### src/rtl/load_store_unit_pkg.sv
// rtl/load_store_unit_pkg.sv - LSU shared types: funct3 codes, FSM states, decode helpers
package load_store_unit_pkg;

  typedef enum logic [1:0] {
    ST_IDLE = 2'b00,
    ST_REQ  = 2'b01,
    ST_DONE = 2'b10
  } lsu_state_e;

  localparam logic [2:0] F3_LB  = 3'b000;
  localparam logic [2:0] F3_LH  = 3'b001;
  localparam logic [2:0] F3_LW  = 3'b010;
  localparam logic [2:0] F3_LBU = 3'b100;
  localparam logic [2:0] F3_LHU = 3'b101;
  localparam logic [2:0] F3_SB  = 3'b000;
  localparam logic [2:0] F3_SH  = 3'b001;
  localparam logic [2:0] F3_SW  = 3'b010;

  localparam logic [1:0] SZ_B = 2'b00;
  localparam logic [1:0] SZ_H = 2'b01;
  localparam logic [1:0] SZ_W = 2'b10;

  function automatic logic f3_legal(input logic wr, input logic [2:0] f3);
    logic ok;
    case (f3)
      F3_LB, F3_LH, F3_LW: ok = 1'b1;
      F3_LBU, F3_LHU:      ok = !wr;
      default:             ok = 1'b0;
    endcase
    return ok;
  endfunction

  function automatic logic misaligned(input logic [2:0] f3, input logic [1:0] off);
    return ((f3[1:0] == SZ_H) && off[0]) || ((f3[1:0] == SZ_W) && (off != 2'b00));
  endfunction

endpackage

### src/rtl/load_store_unit_align.sv
// rtl/load_store_unit_align.sv - byte enables, store lane replication, load extract/extend
module load_store_unit_align
  import load_store_unit_pkg::*;
(
  input  logic [1:0]  size_i,
  input  logic [1:0]  off_i,
  input  logic [31:0] wdata_i,
  input  logic [2:0]  ld_funct3_i,
  input  logic [1:0]  ld_off_i,
  input  logic [31:0] rdata_i,
  output logic [3:0]  be_o,
  output logic [31:0] wdata_o,
  output logic [31:0] ld_data_o
);

  logic [7:0]  byte_sel;
  logic [15:0] half_sel;

  always_comb begin
    be_o    = 4'b1111;
    wdata_o = wdata_i;
    case (size_i)
      SZ_B: begin
        be_o    = 4'b0001 << off_i;
        wdata_o = {4{wdata_i[7:0]}};
      end
      SZ_H: begin
        be_o    = off_i[1] ? 4'b1100 : 4'b0011;
        wdata_o = {2{wdata_i[15:0]}};
      end
      default: ;
    endcase
  end

  always_comb begin
    case (ld_off_i)
      2'd0:    byte_sel = rdata_i[7:0];
      2'd1:    byte_sel = rdata_i[15:8];
      2'd2:    byte_sel = rdata_i[23:16];
      default: byte_sel = rdata_i[31:24];
    endcase
    half_sel = ld_off_i[1] ? rdata_i[31:16] : rdata_i[15:0];
    case (ld_funct3_i)
      F3_LB:   ld_data_o = {{24{byte_sel[7]}}, byte_sel};
      F3_LH:   ld_data_o = {{16{half_sel[15]}}, half_sel};
      F3_LBU:  ld_data_o = {24'h0, byte_sel};
      F3_LHU:  ld_data_o = {16'h0, half_sel};
      default: ld_data_o = rdata_i;
    endcase
  end

endmodule

### src/rtl/load_store_unit.sv
// rtl/load_store_unit.sv - data-memory access stage with req/ack bus and core stall
// Optional MISALIGN_TRAP_EN: misaligned H/W accesses fault without touching the bus.
module load_store_unit
  import load_store_unit_pkg::*;
#(
  parameter int TIMEOUT = 16,
  parameter int CNT_W   = 5
) (
  input  logic        clk,
  input  logic        rst,
  input  logic        req_valid,
  input  logic        req_write,
  input  logic [2:0]  req_funct3,
  input  logic [31:0] req_addr,
  input  logic [31:0] req_wdata,
  output logic        stall,
  output logic        ld_valid,
  output logic [31:0] ld_data,
  output logic        fault,
  output logic        bus_req,
  output logic        bus_we,
  output logic [31:0] bus_addr,
  output logic [3:0]  bus_be,
  output logic [31:0] bus_wdata,
  input  logic        bus_ack,
  input  logic [31:0] bus_rdata
);

  localparam logic [CNT_W-1:0] TO_LAST = CNT_W'(TIMEOUT - 1);

  lsu_state_e       state_q;
  logic [CNT_W-1:0] cnt_q;
  logic [2:0]       f3_q;
  logic [1:0]       off_q;
  logic             we_q;
  logic             ld_valid_q, fault_q;
  logic [31:0]      ld_data_q;
  logic             bus_req_q, bus_we_q;
  logic [31:0]      bus_addr_q, bus_wdata_q;
  logic [3:0]       bus_be_q;

  logic [3:0]  be_d;
  logic [31:0] wdata_d;
  logic [31:0] ld_data_d;
  logic        reject_d;

  load_store_unit_align u_align (
    .size_i      (req_funct3[1:0]),
    .off_i       (req_addr[1:0]),
    .wdata_i     (req_wdata),
    .ld_funct3_i (f3_q),
    .ld_off_i    (off_q),
    .rdata_i     (bus_rdata),
    .be_o        (be_d),
    .wdata_o     (wdata_d),
    .ld_data_o   (ld_data_d)
  );

  always_comb begin
    reject_d = !f3_legal(req_write, req_funct3);
`ifdef MISALIGN_TRAP_EN
    reject_d = reject_d | misaligned(req_funct3, req_addr[1:0]);
`endif
  end

  always_ff @(posedge clk or posedge rst) begin
    if (rst) begin
      state_q     <= ST_IDLE;
      cnt_q       <= '0;
      f3_q        <= 3'b000;
      off_q       <= 2'b00;
      we_q        <= 1'b0;
      ld_valid_q  <= 1'b0;
      fault_q     <= 1'b0;
      ld_data_q   <= 32'h0;
      bus_req_q   <= 1'b0;
      bus_we_q    <= 1'b0;
      bus_addr_q  <= 32'h0;
      bus_be_q    <= 4'b0000;
      bus_wdata_q <= 32'h0;
    end else begin
      case (state_q)
        ST_IDLE: begin
          ld_valid_q <= 1'b0;
          fault_q    <= 1'b0;
          ld_data_q  <= 32'h0;
          if (req_valid) begin
            f3_q  <= req_funct3;
            off_q <= req_addr[1:0];
            we_q  <= req_write;
            cnt_q <= '0;
            if (reject_d) begin
              // Rejected instructions complete immediately; loads still write back a zero.
              state_q    <= ST_DONE;
              fault_q    <= 1'b1;
              ld_valid_q <= !req_write;
            end else begin
              state_q     <= ST_REQ;
              bus_req_q   <= 1'b1;
              bus_we_q    <= req_write;
              bus_addr_q  <= {req_addr[31:2], 2'b00};
              bus_be_q    <= be_d;
              bus_wdata_q <= req_write ? wdata_d : 32'h0;
            end
          end
        end
        ST_REQ: begin
          if (bus_ack) begin
            state_q    <= ST_DONE;
            bus_req_q  <= 1'b0;
            bus_we_q   <= 1'b0;
            bus_be_q   <= 4'b0000;
            ld_valid_q <= !we_q;
            ld_data_q  <= we_q ? 32'h0 : ld_data_d;
          end else if (cnt_q == TO_LAST) begin
            state_q    <= ST_DONE;
            bus_req_q  <= 1'b0;
            bus_we_q   <= 1'b0;
            bus_be_q   <= 4'b0000;
            fault_q    <= 1'b1;
            ld_valid_q <= !we_q;
            ld_data_q  <= 32'h0;
          end else begin
            cnt_q <= cnt_q + 1'b1;
          end
        end
        ST_DONE: begin
          state_q    <= ST_IDLE;
          cnt_q      <= '0;
          ld_valid_q <= 1'b0;
          fault_q    <= 1'b0;
          ld_data_q  <= 32'h0;
        end
        default: state_q <= ST_IDLE;
      endcase
    end
  end

  // Gating with rst lets the core run free the instant reset is applied mid-access.
  assign stall     = req_valid & (state_q != ST_DONE) & ~rst;
  assign ld_valid  = ld_valid_q;
  assign ld_data   = ld_data_q;
  assign fault     = fault_q;
  assign bus_req   = bus_req_q;
  assign bus_we    = bus_we_q;
  assign bus_addr  = bus_addr_q;
  assign bus_be    = bus_be_q;
  assign bus_wdata = bus_wdata_q;

endmodule

### config.mk
export PLATFORM = sky130hd
export DESIGN_NAME = load_store_unit
export DESIGN_NICKNAME = d
export VERILOG_FILES = /design/src/rtl/load_store_unit_pkg.sv /design/src/rtl/load_store_unit_align.sv /design/src/rtl/load_store_unit.sv
export SDC_FILE = /design/constraint.sdc
export NUM_CORES = 1
export LEC_CHECK = 0
export BUFFER_PORTS_ARGS = -buffer_cell sky130_fd_sc_hd__buf_2
export CAP_MARGIN = 20
export CORE_UTILIZATION = 45
export CTS_CLUSTER_DIAMETER = 100
export DETAILED_ROUTE_END_ITERATION = 8
export PLACE_DENSITY = 0.73
export SLEW_MARGIN = 20
export SYNTH_ARGS = -nofsm -noshare
export SYNTH_HDL_FRONTEND = slang
export SYNTH_HIERARCHICAL = 1
export SYNTH_SLANG_ARGS = --single-unit
### constraint.sdc
create_clock -name clk -period 3 [get_ports clk]
set_input_delay 0.15 -clock clk [delete_from_list [all_inputs] [get_ports clk]]
set_output_delay 0.15 -clock clk [all_outputs]
set_load 0.01 [all_outputs]
==> results of run 1 <==
-- synthesized netlist by cell type (11+ instances only) --
cell type,n,share of area (%)
nor2b_1,27,2.6
nand2_1,80,4.7
mux2_2,27,4.7
mux2i_1,13,2.0
inv_1,12,0.70
clkbuf_1,16,0.94
o31ai_2,30,5.9
mux2_4,27,6.3
nand2b_1,12,1.2
dfrtp_1,115,45
o21ai_0,56,4.4
buf_4,11,1.3
buf_2,19,1.5
a22o_1,32,4.4
-- state kept, by name, indices dropped and copies added (netlist names), 2 cells and up --
signal	count
bus_wdata	32
ld_data	32
bus_addr	30
cnt_q	5
bus_be	4
f3_q	3
off_q	2
state_q	2
-- worst max-delay path, delay by kind of cell (launching register included) --
kind / cells / cell delay (ns)
flip-flops: 1 / 0.39
adder cells (fa/ha/maj): 1 / 0.35
AO/OA/AOI/OAI: 2 / 0.33
buffers and inverters: 3 / 0.92
AND/OR/NAND/NOR: 1 / 0.11
-- per-layer routing --
layer,GRT usage (%),share of wire (%),vias up
met4,9.49,1.9,0
met1,29.6,43,2626
met5,0,0,-
met2,38.2,49,201
met3,5.87,5.9,30
li1,-,-,2504
-- area by class of cell --
cell class,count,share of cell area (%)
Inverter,12,0.578
Clock buffer,19,5.24
Clock inverter,13,2.06
Multi-Input combinational cell,396,37.2
Sequential cell,115,34.1
Timing Repair Buffer,255,18.2
Tap cell,180,2.67
-- logic make-up (layout without fill, tap and decap cells) --
family / count (synthesis) / after routing / synth area share, %
compound gates: 170 / 170 / 21.5
simple gates: 145 / 145 / 11.9
flops: 115 / 115 / 44.9
mux: 73 / 73 / 14.2
buf+inv: 69 / 299 / 6.25
fa+ha+maj: 6 / 6 / 1.17
other cells: 1 / 2 / 0.0586
-- worst max path at each step --
stage	slack, ns	start	to
global route	0.54	off_q[1]$_DFFE_PP0P_	ld_data[25]$_DFFE_PP0P_
global placement	0.73	req_funct3[0]	state_q[0]$_DFFE_PP0P_
finish	0.76	state_q[1]$_DFFE_PP0P_	ld_data[27]$_DFFE_PP0P_
CTS	0.77	state_q[1]$_DFFE_PP0P_	ld_data[27]$_DFFE_PP0P_
floorplan	1.02	cnt_q[0]$_DFFE_PP0P_	bus_be[0]$_DFFE_PP0P_
detailed placement	0.78	state_q[1]$_DFFE_PP0P_	ld_data[27]$_DFFE_PP0P_
-- layout by cell type (no fill, tap or decap), drive strengths merged, types with 2 or more instances in the layout --
cell,count
conb,2
nor2b,27
o21a,2
clkinvlp,4
a21oi,2
ha,6
or3,2
buf,219
o31ai,35
inv,14
bufinv,3
dlygate4sd3,36
nand2,81
mux2i,13
a22o,32
o21ai,68
o21bai,4
a22oi,7
mux2,60
a221o,9
nand2b,12
clkbuf,19
nor3b,3
nor2,8
clkinv,4
nor4b,2
nor3,3
a21o,3
dfrtp,115
-- stage by stage --
| step | cells | instance area, um2 |
|---|---|---|
| floorplan | 580 | 6410 |
| global placement | 921 | 7440 |
| detailed placement | 922 | 7470 |
| global route | 990 | 8450 |
| finish | 990 | 8450 |
| CTS | 990 | 8450 |
-- power groups by stage --
stage	Combinational, mW	Clock [mW]	Sequential, mW
3_3_place_gp	3.26	0	2.57
5_1_grt	3.70	2.22	2.68
3_5_place_dp	3.34	0	2.60
2_1_floorplan	2.21	0	2.74
6_report	3.38	2.11	2.60
4_1_cts	3.39	2.14	2.60
==> run metrics, run 1 <==
Worst-path clk slew=0.06 ns; post-cts resize count=0; Antenna Nets Post-Route=0; Synthesis Warnings=6; setup TNS=0 ns; total CTS buffers=17; critical path startpoint category=flop; GRT Total Usage=23.5%; Hold WS=about 0.017 ns; FF-to-FF End=ld_data[27]$_DFFE_PP0P_; Fillers=between 1000 and 1500; worst skew pair latency=about 0.41 ns; Worst slew margin=38.2%; Die Ht=121 um; required time of the worst setup path=3.32 ns; crit path capture type=flop; largest net degree at the start of global routing=68; maxcap violations=0; clock root buffer=clkbuf_16; Final Power=between 8 and 9 mW; Clock Tree Buf Depth=2; first-pass GRT wire length=26800 um; initial antenna violation count=0; CP Max Fanout=64; leakage=about 4.2 nW; Worst-Margin Slew=0.925 ns; CTS tree=done; asr flop ratio synth=100%; detailed-route via count=about 5400; register area=around 0.0029 mm2; slowest CP cell=buf_4; gr ovfl total=0; synth unique cells=53; switching part of the total=between 30% and 40%; Worst path max stage delay=about 0.59 ns; Initial DRC Count=about 300; fin crit share=approximately three quarters; Ant. Diodes=0; layout cells sized above 1=approximately 44%; clock power share=26.1%; RSZ-0062 raised after global routing=false; Hold Path End=bus_wdata[7]$_DFFE_PP0P_; Wirelength per Cell=between 15 and 20 um; Routed WL=~17000 um; Layout Nets=907; power per cell area=~960 mW/mm2; Final Critical Period=roughly 2.2 ns; Reg power frac=approximately 32%; crit path DAT=between 2 and 3 ns; FP Rows=43; pre-CTS setup slack=roughly 0.78 ns; Most Frequent Cell on Critical Path=buf_4; Multi-input gate area=around 0.0031 mm2; net switching power=between 2 and 3 mW; max-slew violations=0; CTS H-Tree Depth=4; die area=approximately 0.015 mm2; Gate Count Post-Synth=579; synthesized area=about 0.0064 mm2; min-delay src=req_wdata[7]; crit-path cells=inv_1 > ha_1 > buf_4 > nor3_4 > buf_4 > o21ai_0 > o31ai_2; I/O pins=between 200 and 250; DRC violations left=0; count of flip-flops with a built-in enable after synthesis=0; Final GP Congestion=slightly below 0.9; Clock Sinks=between 100 and 150; Die Width=around 120 um; combinational group share of total power=around two fifths; Top FF cell, synth=dfrtp_1; Final WS setup=between 0.7 and 0.8 ns; synthesis-to-finish area growth=32.0%; vias per inst=about 5.4; hold path depth=2; # port buffers=206; number of global-route vias before repair=around 5300; DRT Pass-1 Iters=4; critical path type=flop to flop; outcome=finished, final reports clean; Max IR drop VDD=0.000497 V; clock skew=0.00681 ns; Final Hold Fails=0; syn_area_per_cell=around 11 um2; sequential share of the synthesized area=between 40% and 50%; P_int=5.09 mW; flops & latches, synth=115; hold crit path type=primary input to flop; Core Region=roughly 0.014 mm2; setup bufs post-CTS=0; r2r startpoint=state_q[1]$_DFFE_PP0P_; R2R setup slack=about 0.76 ns; DP HPWL=11600 um; highest clock rate=between 0.4 and 0.5 GHz; Core Util, Final=about three fifths; setup violators final=0; Reg2Reg Depth=7; Hold-fix buffers, CTS=36; Initial Util=around 46%
No activity file was read; power rests on OpenSTA's default activity.
==> inputs of run 2 (changes only) <==
clock period = 2 ns   (was 3 ns; I/O delays follow)
==> run 2 against run 1 <==
  * Critical path depth decreased by 1
  * Setup slack got worse by 0.71 ns
  * Hold slack improved by 0.0088 ns
  * Clock skew barely moved
  * Critical path type unchanged
==> run metrics, run 2 (synthesis results as in run 1) <==
outcome=finished, final reports clean; FF-to-FF End=bus_be[1]$_DFFE_PP0P_; first-pass GRT wire length=~27000 um; hold path depth=4; critical path type=flop to flop; P_int=7.98 mW; Die Width=between 100 and 150 um; highest routed layer=met5; Layout Nets=932; FP Rows=43; number of global-route vias before repair=around 5400; synthesis-to-finish area growth=36.6%; CTS tree=done; R2R setup slack=~0.053 ns; detailed-route via count=between 5000 and 6000; Met3 Routed Length=around 1100 um; Initial Util=46.1%; hold crit path type=primary input to flop; worst skew pair latency=about 0.41 ns; Worst path max stage delay=0.38 ns; clock skew=around 0.0070 ns; DRT Pass-1 Iters=4; Clock Sinks=115; CTS H-Tree Depth=4; critical path startpoint category=flop; Worst-path clk slew=about 0.060 ns; Worst slew margin=a little under three fifths; required time of the worst setup path=about 2.3 ns; leakage=4.39 nW; Hold WS=0.0256 ns; most frequent cells in the layout=206 x buf_2, 115 x dfrtp_1, 80 x nand2_1, 56 x o21ai_0, 42 x dlygate4sd3_1; Reg2Reg Depth=6; switching part of the total=35.7%; Metal-1 WL=7090 um; post-route insts no fill=about 1000; Final GP Congestion=0.813; largest net degree at the start of global routing=65; vias per inst=roughly 5.3; # port buffers=~200; Clock Tree Buf Depth=2; Final Critical Period=slightly below 2 ns; I/O pins=approximately 210; commonest non-fill, non-tap cell in the layout=buf_2; min-delay src=req_wdata[25]; Fillers=1118; highest clock rate=between 0.5 and 0.6 GHz; metal2 WL=8630 um; layout cells sized above 1=roughly 46%; crit path capture type=flop; net switching power=~4.4 mW; power per cell area=1420 mW/mm2; Antenna Nets Post-Route=0; gr ovfl total=0; Max IR drop VDD=between 0.0008 and 0.0009 V; DRC violations left=0; Die Ht=about 120 um; max-slew violations=0; Final Hold Fails=0; crit-path cells=ha_2 > and3_4 > ha_4 > or3b_4 > o211ai_4 > mux2_4; GRT Total Usage=~23%; Reg power frac=between 30% and 40%; setup violators final=0; combinational group share of total power=44.7%; clock root buffer=clkbuf_16; Initial DRC Count=around 420; RSZ-0062 raised after global routing=false; Core Region=about 0.014 mm2; initial antenna violation count=2; DP HPWL=between 10000 and 15000 um; slowest CP cell=dfrtp_1; CP Max Fanout=6; Routed WL=~17000 um; die area=~0.015 mm2; fin crit share=97.4%; Worst-Margin Slew=roughly 0.66 ns; crit path DAT=about 2.2 ns; clock power share=24.9%; r2r startpoint=cnt_q[0]$_DFFE_PP0P_; Wirelength per Cell=about 17 um; maxcap violations=0; Hold Path End=bus_wdata[25]$_DFFE_PP0P_; Cells after DPL=around 940; total CTS buffers=17
## run 2: cell count changes in the layout (fill, tap and decap cells not counted), sizes merged
cell	previous run	this run
dlygate4sd3	36	42
clkbuf	19	23
buf	219	237
clkinvlp	4	3
diode	0	2
inv	14	11
## run 2: cell type report
type                    instances  area (um2)  share of cell area, %
repair buffers                280        1800                   20.5
well taps                     180         225                   2.57
clock buffers                  22         474                   5.42
clock inverters                 9         129                   1.47
flip-flops and latches        115        2880                   32.9
inverters                      12        48.8                  0.558
diodes                          2        5.00                 0.0572
multi-input cells             396        3190                   36.5
## run 2: worst max path at each step
stage          cells past startpoint                    from                      end  slack [ns]
2_1_floorplan                      6    cnt_q[0]$_DFFE_PP0P_    bus_be[0]$_DFFE_PP0P_        0.02
3_3_place_gp                       6    cnt_q[0]$_DFFE_PP0P_    bus_be[1]$_DFFE_PP0P_       -0.04
3_5_place_dp                       6    cnt_q[0]$_DFFE_PP0P_    bus_be[0]$_DFFE_PP0P_       -0.07
4_1_cts                            6    cnt_q[0]$_DFFE_PP0P_    bus_be[1]$_DFFE_PP0P_       -0.02
5_1_grt                            7  state_q[1]$_DFFE_PP0P_  ld_data[29]$_DFFE_PP0P_       0.007
6_report                           6    cnt_q[0]$_DFFE_PP0P_    bus_be[1]$_DFFE_PP0P_        0.05
## run 2: layer usage
layer | up-vias | track usage, %
met3 | 32 | 5.64
met2 | 197 | 39.7
met1 | 2638 | 28.3
met5 | - | 0
met4 | 2 | 8.18
li1 | 2555 | -
## run 2: power groups by stage
stage	Clock (mW)	Sequential (mW)	Combinational [mW]
global route	3.23	3.89	6.06
CTS	3.14	3.77	5.46
floorplan	0	4.11	3.32
finish	3.09	3.78	5.56
detailed placement	0	3.77	5.36
global placement	0	3.73	5.22
## run 2: stage by stage
stage	worst slack [ns]	util (%)	TNS (ns)	instance area (um2)	power (mW)
floorplan	0.0243	-	0	6410	7.42
global placement	-0.0355	55.0	-0.174	7630	8.96
detailed placement	-0.0659	55.0	-0.346	7630	9.13
CTS	-0.0235	62.4	-0.0615	8670	12.4
global route	0.00695	63.0	0	8740	13.2
finish	0.0528	63.0	0	8750	12.4
## run 2: repair_timing
item	CTS	global route
pin swaps	1	2
hold buffers	42	0
endpoints found under the hold margin	66	0
endpoints found under the setup margin	7	22
resized for setup	3	13
gates cloned	0	1
setup buffers	0	2
## run 2: critical path: cells and delay by family (launching register included)
kind	cells	cell delay (ns)
AND/OR/NAND/NOR	2	0.57
flip-flops	1	0.38
adder cells (fa/ha/maj)	2	0.38
multiplexers	1	0.34
AO/OA/AOI/OAI	1	0.16
